**config.mk**
```make
export PLATFORM = sky130hd
export DESIGN_NAME = muldiv_unit_flat
export DESIGN_NICKNAME = d
export VERILOG_FILES = /design/src/rtl/muldiv_unit_pkg.sv /design/src/rtl/muldiv_unit_if.sv /design/src/rtl/muldiv_unit_datapath.sv /design/src/rtl/muldiv_unit.sv /design/src/flat_wrapper.sv
export SDC_FILE = /design/constraint.sdc
export NUM_CORES = 1
export LEC_CHECK = 0
export BUFFER_PORTS_ARGS = -buffer_cell sky130_fd_sc_hd__clkbuf_2
export CAP_MARGIN = 5
export CORE_ASPECT_RATIO = 1.2
export CORE_MARGIN = 3
export CORE_UTILIZATION = 63
export DETAILED_ROUTE_END_ITERATION = 8
export GPL_TIMING_DRIVEN = 0
export PLACE_DENSITY = 0.85
export SYNTH_ARGS = -nofsm -noshare
export SYNTH_HDL_FRONTEND = slang
export SYNTH_HIERARCHICAL = 1
export SYNTH_SLANG_ARGS = --single-unit
```
**constraint.sdc**
```tcl
create_clock -name clk -period 6.52 [get_ports clk]
set_input_delay 1.304 -clock clk [delete_from_list [all_inputs] [get_ports clk]]
set_output_delay 1.304 -clock clk [all_outputs]
set_load 0.05 [all_outputs]
```
**src/rtl/muldiv_unit_pkg.sv**
```systemverilog
// Shared ALU control encodings and M-extension decode helpers used by the
// control unit and the execute-stage multiply/divide unit.
package muldiv_unit_pkg;

   localparam logic [4:0] ALUCTRL_ADD    = 5'd0;
   localparam logic [4:0] ALUCTRL_SUB    = 5'd1;
   localparam logic [4:0] ALUCTRL_AND    = 5'd2;
   localparam logic [4:0] ALUCTRL_OR     = 5'd3;
   localparam logic [4:0] ALUCTRL_XOR    = 5'd4;
   localparam logic [4:0] ALUCTRL_SLL    = 5'd5;
   localparam logic [4:0] ALUCTRL_SRL    = 5'd6;
   localparam logic [4:0] ALUCTRL_SRA    = 5'd7;
   localparam logic [4:0] ALUCTRL_SLT    = 5'd8;
   localparam logic [4:0] ALUCTRL_SLTU   = 5'd9;
   localparam logic [4:0] ALUCTRL_MUL    = 5'd16;
   localparam logic [4:0] ALUCTRL_MULH   = 5'd17;
   localparam logic [4:0] ALUCTRL_MULHSU = 5'd18;
   localparam logic [4:0] ALUCTRL_MULHU  = 5'd19;
   localparam logic [4:0] ALUCTRL_DIV    = 5'd20;
   localparam logic [4:0] ALUCTRL_DIVU   = 5'd21;
   localparam logic [4:0] ALUCTRL_REM    = 5'd22;
   localparam logic [4:0] ALUCTRL_REMU   = 5'd23;

   function automatic logic is_muldiv(input logic [4:0] c);
      return c inside {ALUCTRL_MUL, ALUCTRL_MULH, ALUCTRL_MULHSU, ALUCTRL_MULHU,
                       ALUCTRL_DIV, ALUCTRL_DIVU, ALUCTRL_REM, ALUCTRL_REMU};
   endfunction

   function automatic logic is_div_op(input logic [4:0] c);
      return c inside {ALUCTRL_DIV, ALUCTRL_DIVU, ALUCTRL_REM, ALUCTRL_REMU};
   endfunction

   function automatic logic is_rem_op(input logic [4:0] c);
      return c inside {ALUCTRL_REM, ALUCTRL_REMU};
   endfunction

   function automatic logic a_is_signed(input logic [4:0] c);
      return c inside {ALUCTRL_MUL, ALUCTRL_MULH, ALUCTRL_MULHSU, ALUCTRL_DIV, ALUCTRL_REM};
   endfunction

   function automatic logic b_is_signed(input logic [4:0] c);
      return c inside {ALUCTRL_MUL, ALUCTRL_MULH, ALUCTRL_DIV, ALUCTRL_REM};
   endfunction

endpackage

```
**src/rtl/muldiv_unit_if.sv**
```systemverilog
// Execute-stage handshake between the pipeline (master) and the
// multiply/divide unit (slave).
interface muldiv_unit_if #(parameter int BITS = 32);
   logic            valid_i;
   logic [4:0]      alu_ctrl_i;
   logic [BITS-1:0] op_a_i;
   logic [BITS-1:0] op_b_i;
   logic            flush_i;
   logic            stall_o;
   logic            busy_o;
   logic            done_o;
   logic [BITS-1:0] result_o;

   modport master (output valid_i, alu_ctrl_i, op_a_i, op_b_i, flush_i,
                   input  stall_o, busy_o, done_o, result_o);
   modport slave  (input  valid_i, alu_ctrl_i, op_a_i, op_b_i, flush_i,
                   output stall_o, busy_o, done_o, result_o);
endinterface

```
**src/rtl/muldiv_unit_datapath.sv**
```systemverilog
// Shared accumulator/remainder shift register for shift-add multiply and
// restoring divide, with operand sign conditioning and final negation.
module muldiv_unit_datapath
   import muldiv_unit_pkg::*;
#(
   parameter int BITS = 32
) (
   input  logic            clk,
   input  logic            rst,
   input  logic            load_i,
   input  logic            step_i,
   input  logic [4:0]      op_i,
   input  logic [BITS-1:0] a_i,
   input  logic [BITS-1:0] b_i,
   output logic            special_o,
   output logic [BITS-1:0] special_res_o,
   output logic [BITS-1:0] final_res_o
);
   localparam logic [BITS-1:0] ZERO = '0;
   localparam logic [BITS-1:0] ONES = '1;
   localparam logic [BITS-1:0] MIN  = {1'b1, {(BITS-1){1'b0}}};

   logic              a_neg_s, b_neg_s;
   logic [BITS-1:0]   mag_a_s, mag_b_s;
   logic [2*BITS-1:0] acc_q, acc_d, acc_step_s, prod_s;
   logic [BITS-1:0]   b_q, b_d;
   logic [4:0]        op_q, op_d;
   logic              neg_q, neg_d, neg_rem_q, neg_rem_d;
   logic [BITS:0]     sum_s, shifted_s, diff_s;
   logic              ge_s;
   logic [BITS-1:0]   rem_new_s, quo_s, rem_s;

   // Operand magnitudes per signedness; -MIN stays MIN, which is the correct magnitude.
   always_comb begin
      a_neg_s = a_is_signed(op_i) & a_i[BITS-1];
      b_neg_s = b_is_signed(op_i) & b_i[BITS-1];
      mag_a_s = a_neg_s ? (ZERO - a_i) : a_i;
      mag_b_s = b_neg_s ? (ZERO - b_i) : b_i;
   end

   // Divide-by-zero and signed overflow resolve without iterating.
   always_comb begin
      special_o     = 1'b0;
      special_res_o = ZERO;
      if (is_div_op(op_i) && (b_i == ZERO)) begin
         special_o     = 1'b1;
         special_res_o = is_rem_op(op_i) ? a_i : ONES;
      end else if (is_div_op(op_i) && a_is_signed(op_i) && (a_i == MIN) && (b_i == ONES)) begin
         special_o     = 1'b1;
         special_res_o = is_rem_op(op_i) ? ZERO : MIN;
      end else begin
         special_o     = 1'b0;
      end
   end

   // One iteration: multiply keeps {hi, multiplier}; divide keeps {remainder, dividend/quotient}.
   always_comb begin
      sum_s     = {1'b0, acc_q[2*BITS-1:BITS]} + (acc_q[0] ? {1'b0, b_q} : {1'b0, ZERO});
      shifted_s = {acc_q[2*BITS-1:BITS], acc_q[BITS-1]};
      ge_s      = (shifted_s >= {1'b0, b_q});
      diff_s    = shifted_s - {1'b0, b_q};
      rem_new_s = ge_s ? diff_s[BITS-1:0] : shifted_s[BITS-1:0];
      if (is_div_op(op_q)) begin
         acc_step_s = {rem_new_s, acc_q[BITS-2:0], ge_s};
      end else begin
         acc_step_s = {sum_s, acc_q[BITS-1:1]};
      end
   end

   // Result of the final step, sign-corrected and half-selected.
   always_comb begin
      prod_s = neg_q ? (-acc_step_s) : acc_step_s;
      quo_s  = acc_step_s[BITS-1:0];
      rem_s  = acc_step_s[2*BITS-1:BITS];
      case (op_q)
         ALUCTRL_MUL:                                final_res_o = prod_s[BITS-1:0];
         ALUCTRL_MULH, ALUCTRL_MULHSU, ALUCTRL_MULHU: final_res_o = prod_s[2*BITS-1:BITS];
         ALUCTRL_DIV, ALUCTRL_DIVU:                  final_res_o = neg_q ? (ZERO - quo_s) : quo_s;
         ALUCTRL_REM, ALUCTRL_REMU:                  final_res_o = neg_rem_q ? (ZERO - rem_s) : rem_s;
         default:                                    final_res_o = ZERO;
      endcase
   end

   // Capture conditioned operands on accept, advance one bit per iterating cycle.
   always_comb begin
      acc_d     = acc_q;
      b_d       = b_q;
      op_d      = op_q;
      neg_d     = neg_q;
      neg_rem_d = neg_rem_q;
      if (load_i) begin
         op_d      = op_i;
         neg_d     = a_neg_s ^ b_neg_s;
         neg_rem_d = a_neg_s;
         if (is_div_op(op_i)) begin
            b_d   = mag_b_s;
            acc_d = {ZERO, mag_a_s};
         end else begin
            b_d   = mag_a_s;
            acc_d = {ZERO, mag_b_s};
         end
      end else if (step_i) begin
         acc_d = acc_step_s;
      end else begin
         acc_d = acc_q;
      end
   end

   // Datapath registers.
   always_ff @(posedge clk) begin
      if (rst) begin
         acc_q     <= {2*BITS{1'b0}};
         b_q       <= ZERO;
         op_q      <= 5'd0;
         neg_q     <= 1'b0;
         neg_rem_q <= 1'b0;
      end else begin
         acc_q     <= acc_d;
         b_q       <= b_d;
         op_q      <= op_d;
         neg_q     <= neg_d;
         neg_rem_q <= neg_rem_d;
      end
   end

endmodule

```
**src/rtl/muldiv_unit.sv**
```systemverilog
// Iterative RV32M multiply/divide unit: FSM, iteration counter and result
// register; the arithmetic lives in muldiv_unit_datapath.
module muldiv_unit
   import muldiv_unit_pkg::*;
#(
   parameter int BITS = 32
) (
   input  logic         clk,
   input  logic         rst,
   muldiv_unit_if.slave md
);
   localparam int CW = $clog2(BITS + 1);

   typedef enum logic [1:0] {
      ST_IDLE = 2'd0,
      ST_MUL  = 2'd1,
      ST_DIV  = 2'd2,
      ST_DONE = 2'd3
   } state_e;

   state_e          state_q, state_d;
   logic [CW-1:0]   cnt_q, cnt_d;
   logic [BITS-1:0] result_q, result_d;
   logic            is_md_s, accept_s, load_s, step_s, special_s;
   logic [BITS-1:0] special_res_s, final_res_s;

   assign is_md_s  = is_muldiv(md.alu_ctrl_i);
   assign accept_s = md.valid_i & is_md_s & ~md.flush_i;

   muldiv_unit_datapath #(.BITS(BITS)) u_datapath (
      .clk           (clk),
      .rst           (rst),
      .load_i        (load_s),
      .step_i        (step_s),
      .op_i          (md.alu_ctrl_i),
      .a_i           (md.op_a_i),
      .b_i           (md.op_b_i),
      .special_o     (special_s),
      .special_res_o (special_res_s),
      .final_res_o   (final_res_s)
   );

   // Next-state, counter and result selection; flush beats accept and iteration.
   always_comb begin
      state_d  = state_q;
      cnt_d    = cnt_q;
      result_d = result_q;
      load_s   = 1'b0;
      step_s   = 1'b0;
      case (state_q)
         ST_IDLE: begin
            if (accept_s) begin
               load_s = 1'b1;
               cnt_d  = CW'(BITS);
               if (special_s) begin
                  state_d  = ST_DONE;
                  result_d = special_res_s;
               end else if (is_div_op(md.alu_ctrl_i)) begin
                  state_d = ST_DIV;
               end else begin
                  state_d = ST_MUL;
               end
            end else begin
               state_d = ST_IDLE;
            end
         end
         ST_MUL, ST_DIV: begin
            if (md.flush_i) begin
               state_d = ST_IDLE;
            end else begin
               step_s = 1'b1;
               cnt_d  = cnt_q - CW'(1);
               if (cnt_q == CW'(1)) begin
                  state_d  = ST_DONE;
                  result_d = final_res_s;
               end else begin
                  state_d = state_q;
               end
            end
         end
         ST_DONE: state_d = ST_IDLE;
         default: state_d = ST_IDLE;
      endcase
   end

   // Control state registers.
   always_ff @(posedge clk) begin
      if (rst) begin
         state_q  <= ST_IDLE;
         cnt_q    <= '0;
         result_q <= '0;
      end else begin
         state_q  <= state_d;
         cnt_q    <= cnt_d;
         result_q <= result_d;
      end
   end

   // A flushed instruction in DONE must not retire, so done is masked by flush.
   assign md.stall_o  = md.valid_i & is_md_s & (state_q != ST_DONE) & ~md.flush_i;
   assign md.busy_o   = (state_q != ST_IDLE);
   assign md.done_o   = (state_q == ST_DONE) & ~md.flush_i;
   assign md.result_o = result_q;

endmodule

```
**src/flat_wrapper.sv**
```systemverilog
// flat-port wrapper written by rule: the top's interface ports become plain ports
module muldiv_unit_flat import muldiv_unit_pkg::*;
#(
   parameter int BITS = 32
)
  (clk, rst, md_valid_i, md_alu_ctrl_i, md_op_a_i, md_op_b_i, md_flush_i, md_stall_o, md_busy_o, md_done_o, md_result_o);
  muldiv_unit_if #(.BITS(BITS)) md_i ();
  input  logic clk;
  input  logic rst;
  input wire logic [$bits(md_i.valid_i)-1:0] md_valid_i;
  input wire logic [$bits(md_i.alu_ctrl_i)-1:0] md_alu_ctrl_i;
  input wire logic [$bits(md_i.op_a_i)-1:0] md_op_a_i;
  input wire logic [$bits(md_i.op_b_i)-1:0] md_op_b_i;
  input wire logic [$bits(md_i.flush_i)-1:0] md_flush_i;
  output wire logic [$bits(md_i.stall_o)-1:0] md_stall_o;
  output wire logic [$bits(md_i.busy_o)-1:0] md_busy_o;
  output wire logic [$bits(md_i.done_o)-1:0] md_done_o;
  output wire logic [$bits(md_i.result_o)-1:0] md_result_o;
  assign md_i.valid_i = md_valid_i;
  assign md_i.alu_ctrl_i = md_alu_ctrl_i;
  assign md_i.op_a_i = md_op_a_i;
  assign md_i.op_b_i = md_op_b_i;
  assign md_i.flush_i = md_flush_i;
  assign md_stall_o = md_i.stall_o;
  assign md_busy_o = md_i.busy_o;
  assign md_done_o = md_i.done_o;
  assign md_result_o = md_i.result_o;
  muldiv_unit #(.BITS(BITS)) u_core (.clk(clk), .rst(rst), .md(md_i));
endmodule
```
==> impl_metrics.csv <==
group,metric,value,unit
outcome,status,"finished, final reports clean",
power_and_ir_drop,power_density,170,nW/um^2
power_and_ir_drop,p_int,1.76,mW
logic_synthesis,syn-instance-count,2277,
place,place_congestion,1.15,
grt,grt_first_pass_wirelength,104000,microns
logic_synthesis,yosysTopAreaCell,"dfxtp_1",
power_and_ir_drop,ir_worst_vdd,0.199,mV
worst_setup_path,worstSetupStartpoint,"u_core/u_datapath/op_q[2]",
clock_network,clockBufferDepth,2,
logic_synthesis,ys_seq_area_share,17.8,%
drt,routed_via_density,7.09,
clock_network,worstSkewPairLatency,0.44,ns
floorplan,coreArea,24900,sq um
min_path,holdPathStages,2,
grt,grt.overflow.total,0,
worst_setup_path,endpoint_kind,"register",
power_and_ir_drop,p_leak,7.12,nW
logic_synthesis,synth_top_area_share,17.8,%
logic_synthesis,syn_area_per_cell,7.06,sq um
layout,area_delta_synth_final,10.8,%
logic_synthesis,synth_edf_count,0,
floorplan,initial_core_util,64.5,%
drt,ant_nets,0,
clock_network,cts_buffers,17,
layout,final_nets,2550,
clock_network,cts-htree-levels,4,
worst_setup_path,ff2ff_setup_slack,0.05,ns
worst_setup_path,r2r-start,"u_core/u_datapath/op_q[2]",
sta,clock.fmax,155,MHz
clock_network,clkSlewWorstSetupHoldPaths,0.08,ns
grt,grt_pass1_vias,17900,
sta,tns,0,ns
place,dp.cells,2709,
sta,maxSlewViolCount,0,
worst_setup_path,arrival,6.78,ns
grt,met3_usage,13.3,%
sta,final-setup-viol-count,0,
layout,final_cell_count_no_fill,2741,
sta,worst_pin_slew,1.42,ns
drt,wl_per_cell,25.4,microns
grt,antenna_found_initial,1,
logic_synthesis,synth_nets,2425,
worst_setup_path,rr_worst_depth,19,
grt,groute.usage.overall,48.0,%
sta,min_period,6.47,ns
layout,n_fill_cell,2127,
floorplan,die_w,152,microns
logic_synthesis,synth-seq-cells,143,
job,drv_cap,0,
worst_setup_path,critPathRequiredTime,6.83,ns
worst_setup_path,critPathLaunchType,"register",
layout,drive_above_1_share,10.5,%
logic_synthesis,ys_async_sr_fraction,0,%
worst_setup_path,critPathCapture,"u_core/md.result_o[28]",
place,preCtsSetupSlack,-2.08,ns
drt,route.detailed.drc,0,
logic_synthesis,ys_types,98,
sta,slew_headroom,4.04,%
worst_setup_path,crit_type,"reg -> reg",
grt,grtUsageMet1,57.7,%
clock_network,root_buffer,"clkbuf_16",
drt,via_count,19400,
power_and_ir_drop,p_seq_share,31.2,%
drt,first_pass_iters,9,
logic_synthesis,synth_ff_type,"dfxtp_1",
worst_setup_path,path_max_fanout,10,
logic_synthesis,synth_area,16100,sq um
floorplan,rows,63,
min_path,min-delay-path-class,"reg -> reg",
floorplan,ioPinCount,108,
drt,drt_iter0_drc,2880,
sta,hold_viol_final,0,
layout,utilization,71.5,%
grt,grt_max_degree,20,
floorplan,die_area,27500,sq um
floorplan,die_h,181,microns
clock_network,numClockSinks,143,
worst_setup_path,rr_endpoint,"u_core/md.result_o[28]",
place,dp_hpwl,55000,microns
logic_synthesis,synth_area_leaders,"dfxtp_1 (18%), a21oi_1 (7.3%), nor2_1 (6.3%)",
drt,drt-total-wl,69500,microns
sta,skew,0.0155,ns
place,io_buffers,107,
sta,setup_slack,0.0485,ns
grt,use_met2,73.1,%
power_and_ir_drop,p_sw,1.26,mW
power_and_ir_drop,p_comb_share,36.0,%
clock_network,tritoncts,"done",
sta,period_share,99.3,%
power_and_ir_drop,switching_share,41.7,%
logic_synthesis,yosysWarningCount,6,
grt,busiest_layer,"met2",
power_and_ir_drop,power_frac_clock,32.8,%
power groups by stage:
stage / Clock, mW / Sequential, mW / Combinational (mW)
2_1_floorplan: 0 / 0.968 / 0.661
3_3_place_gp: 0 / 0.956 / 1.00
3_5_place_dp: 0 / 0.957 / 1.01
4_1_cts: 0.986 / 0.938 / 1.03
5_1_grt: 1.03 / 0.943 / 1.14
6_report: 0.989 / 0.942 / 1.09
registers in the layout (all words and copies together) (netlist names):
register                     flops
u_core/u_datapath/op_q           5
u_core/u_datapath/acc_q         64
u_core/md.result_o              32
u_core/state_q                   2
u_core/u_datapath/b_q           32
u_core/u_datapath/neg_rem_q      1
u_core/cnt_q                     6
u_core/u_datapath/neg_q          1
what timing repair did:
| action | 4_1_cts | 5_1_grt |
|---|---|---|
| resized for setup | 16 | 32 |
| endpoints found under the setup margin | 19 | 25 |
| pin swaps | 0 | 1 |
| hold buffers | 0 | 0 |
| setup buffers | 1 | 0 |
through the flow:
stage	power, mW	hold slack (ns)	instance area, sq um
final	3.02	0.518	17800
after global placement	1.96	0.498	17000
after detailed placement	1.97	0.508	17000
after global routing	3.11	0.538	17800
after floorplan	1.63	0.450	16100
after CTS	2.95	0.520	17700
logic make-up after synthesis:
kind of cell	Yosys count	share of synthesized area, %
muxes	96	5.99
and+or+nand+nor	794	23.4
xor gates and xnor gates	163	8.88
buffers and inverters	235	6.15
adders and majority gates	75	5.93
DFF	143	17.8
AOI/OAI and AO/OA	771	31.8
placed cells by master (no fill, tap or decap), types with 9 or more instances in the layout:
master and count:
a211oi_1 101, a211oi_2 11, a21o_1 22, a21oi_1 233, a22o_1 9, a31oi_1 25, and2_1 51, and3_1 19
buf_1 9, buf_2 22, clkbuf_1 104, clkbuf_16 17, clkbuf_2 113, dfxtp_1 143, ha_1 72, inv_1 76
mux2i_1 93, nand2_1 194, nand2b_1 13, nand3_1 44, nand4_1 40, nor2_1 269, nor2b_1 15, nor3_1 57
nor4_1 14, o211ai_1 33, o21a_1 45, o21ai_0 129, o221ai_1 17, o31ai_1 26, or2_2 12, or3_1 21
xnor2_1 97, xor2_1 66
per-layer routing:
layer	routed length [microns]	vias up
met3	8960	404
met2	29200	1520
met4	6840	2
li1	-	8605
met1	24400	8911
met5	78	-
worst max-delay path, stage by stage (launching register included):
cell	delay, ns
dfxtp_1	0.51
and3b_1	0.21
clkbuf_1	0.36
clkbuf_2	0.39
clkbuf_2	0.40
clkbuf_1	0.55
clkbuf_1	0.45
clkbuf_2	0.40
a21boi_1	0.32
inv_1	0.13
ha_1	0.19
inv_1	0.10
nor4_2	0.53
nand3_1	0.23
clkbuf_1	0.30
o41ai_1	0.44
mux2i_1	0.28
o211ai_1	0.21
mux2i_1	0.23
a211oi_1	0.10
worst min-delay path by stage:
stage                              startpoint                        end  slack, ns
floorplan           u_core/u_datapath/b_q[25]  u_core/u_datapath/b_q[25]       0.45
global placement            u_core/state_q[1]          u_core/state_q[1]       0.50
detailed placement          u_core/state_q[1]          u_core/state_q[1]       0.51
CTS                     u_core/md.result_o[1]      u_core/md.result_o[1]       0.52
global route         u_core/u_datapath/b_q[8]   u_core/u_datapath/b_q[8]       0.54
finish                  u_core/md.result_o[1]      u_core/md.result_o[1]       0.52
cell usage after synthesis, types with 57 or more instances:
| master | n |
|---|---|
| a211oi_1 | 102 |
| a21oi_1 | 236 |
| clkbuf_1 | 113 |
| dfxtp_1 | 143 |
| ha_1 | 73 |
| inv_1 | 76 |
| mux2i_1 | 94 |
| nand2_1 | 194 |
| nor2_1 | 269 |
| nor3_1 | 57 |
| o21ai_0 | 130 |
| xnor2_1 | 97 |
| xor2_1 | 66 |
area by class of cell:
| cell class | instances | area [sq um] | area share, % |
|---|---|---|---|
| Tap cell | 325 | 407 | 2.28 |
| Timing Repair Buffer | 108 | 543 | 3.05 |
| Clock inverter | 15 | 179 | 1.00 |
| Buffer | 156 | 719 | 4.04 |
| Clock buffer | 17 | 425 | 2.39 |
| Antenna cell | 1 | 2.50 | 0.0141 |
| Inverter | 77 | 289 | 1.62 |
| Sequential cell | 143 | 2860 | 16.1 |
| Multi-Input combinational cell | 1899 | 12400 | 69.5 |
Note: power is estimated with default switching activity, not from simulation.
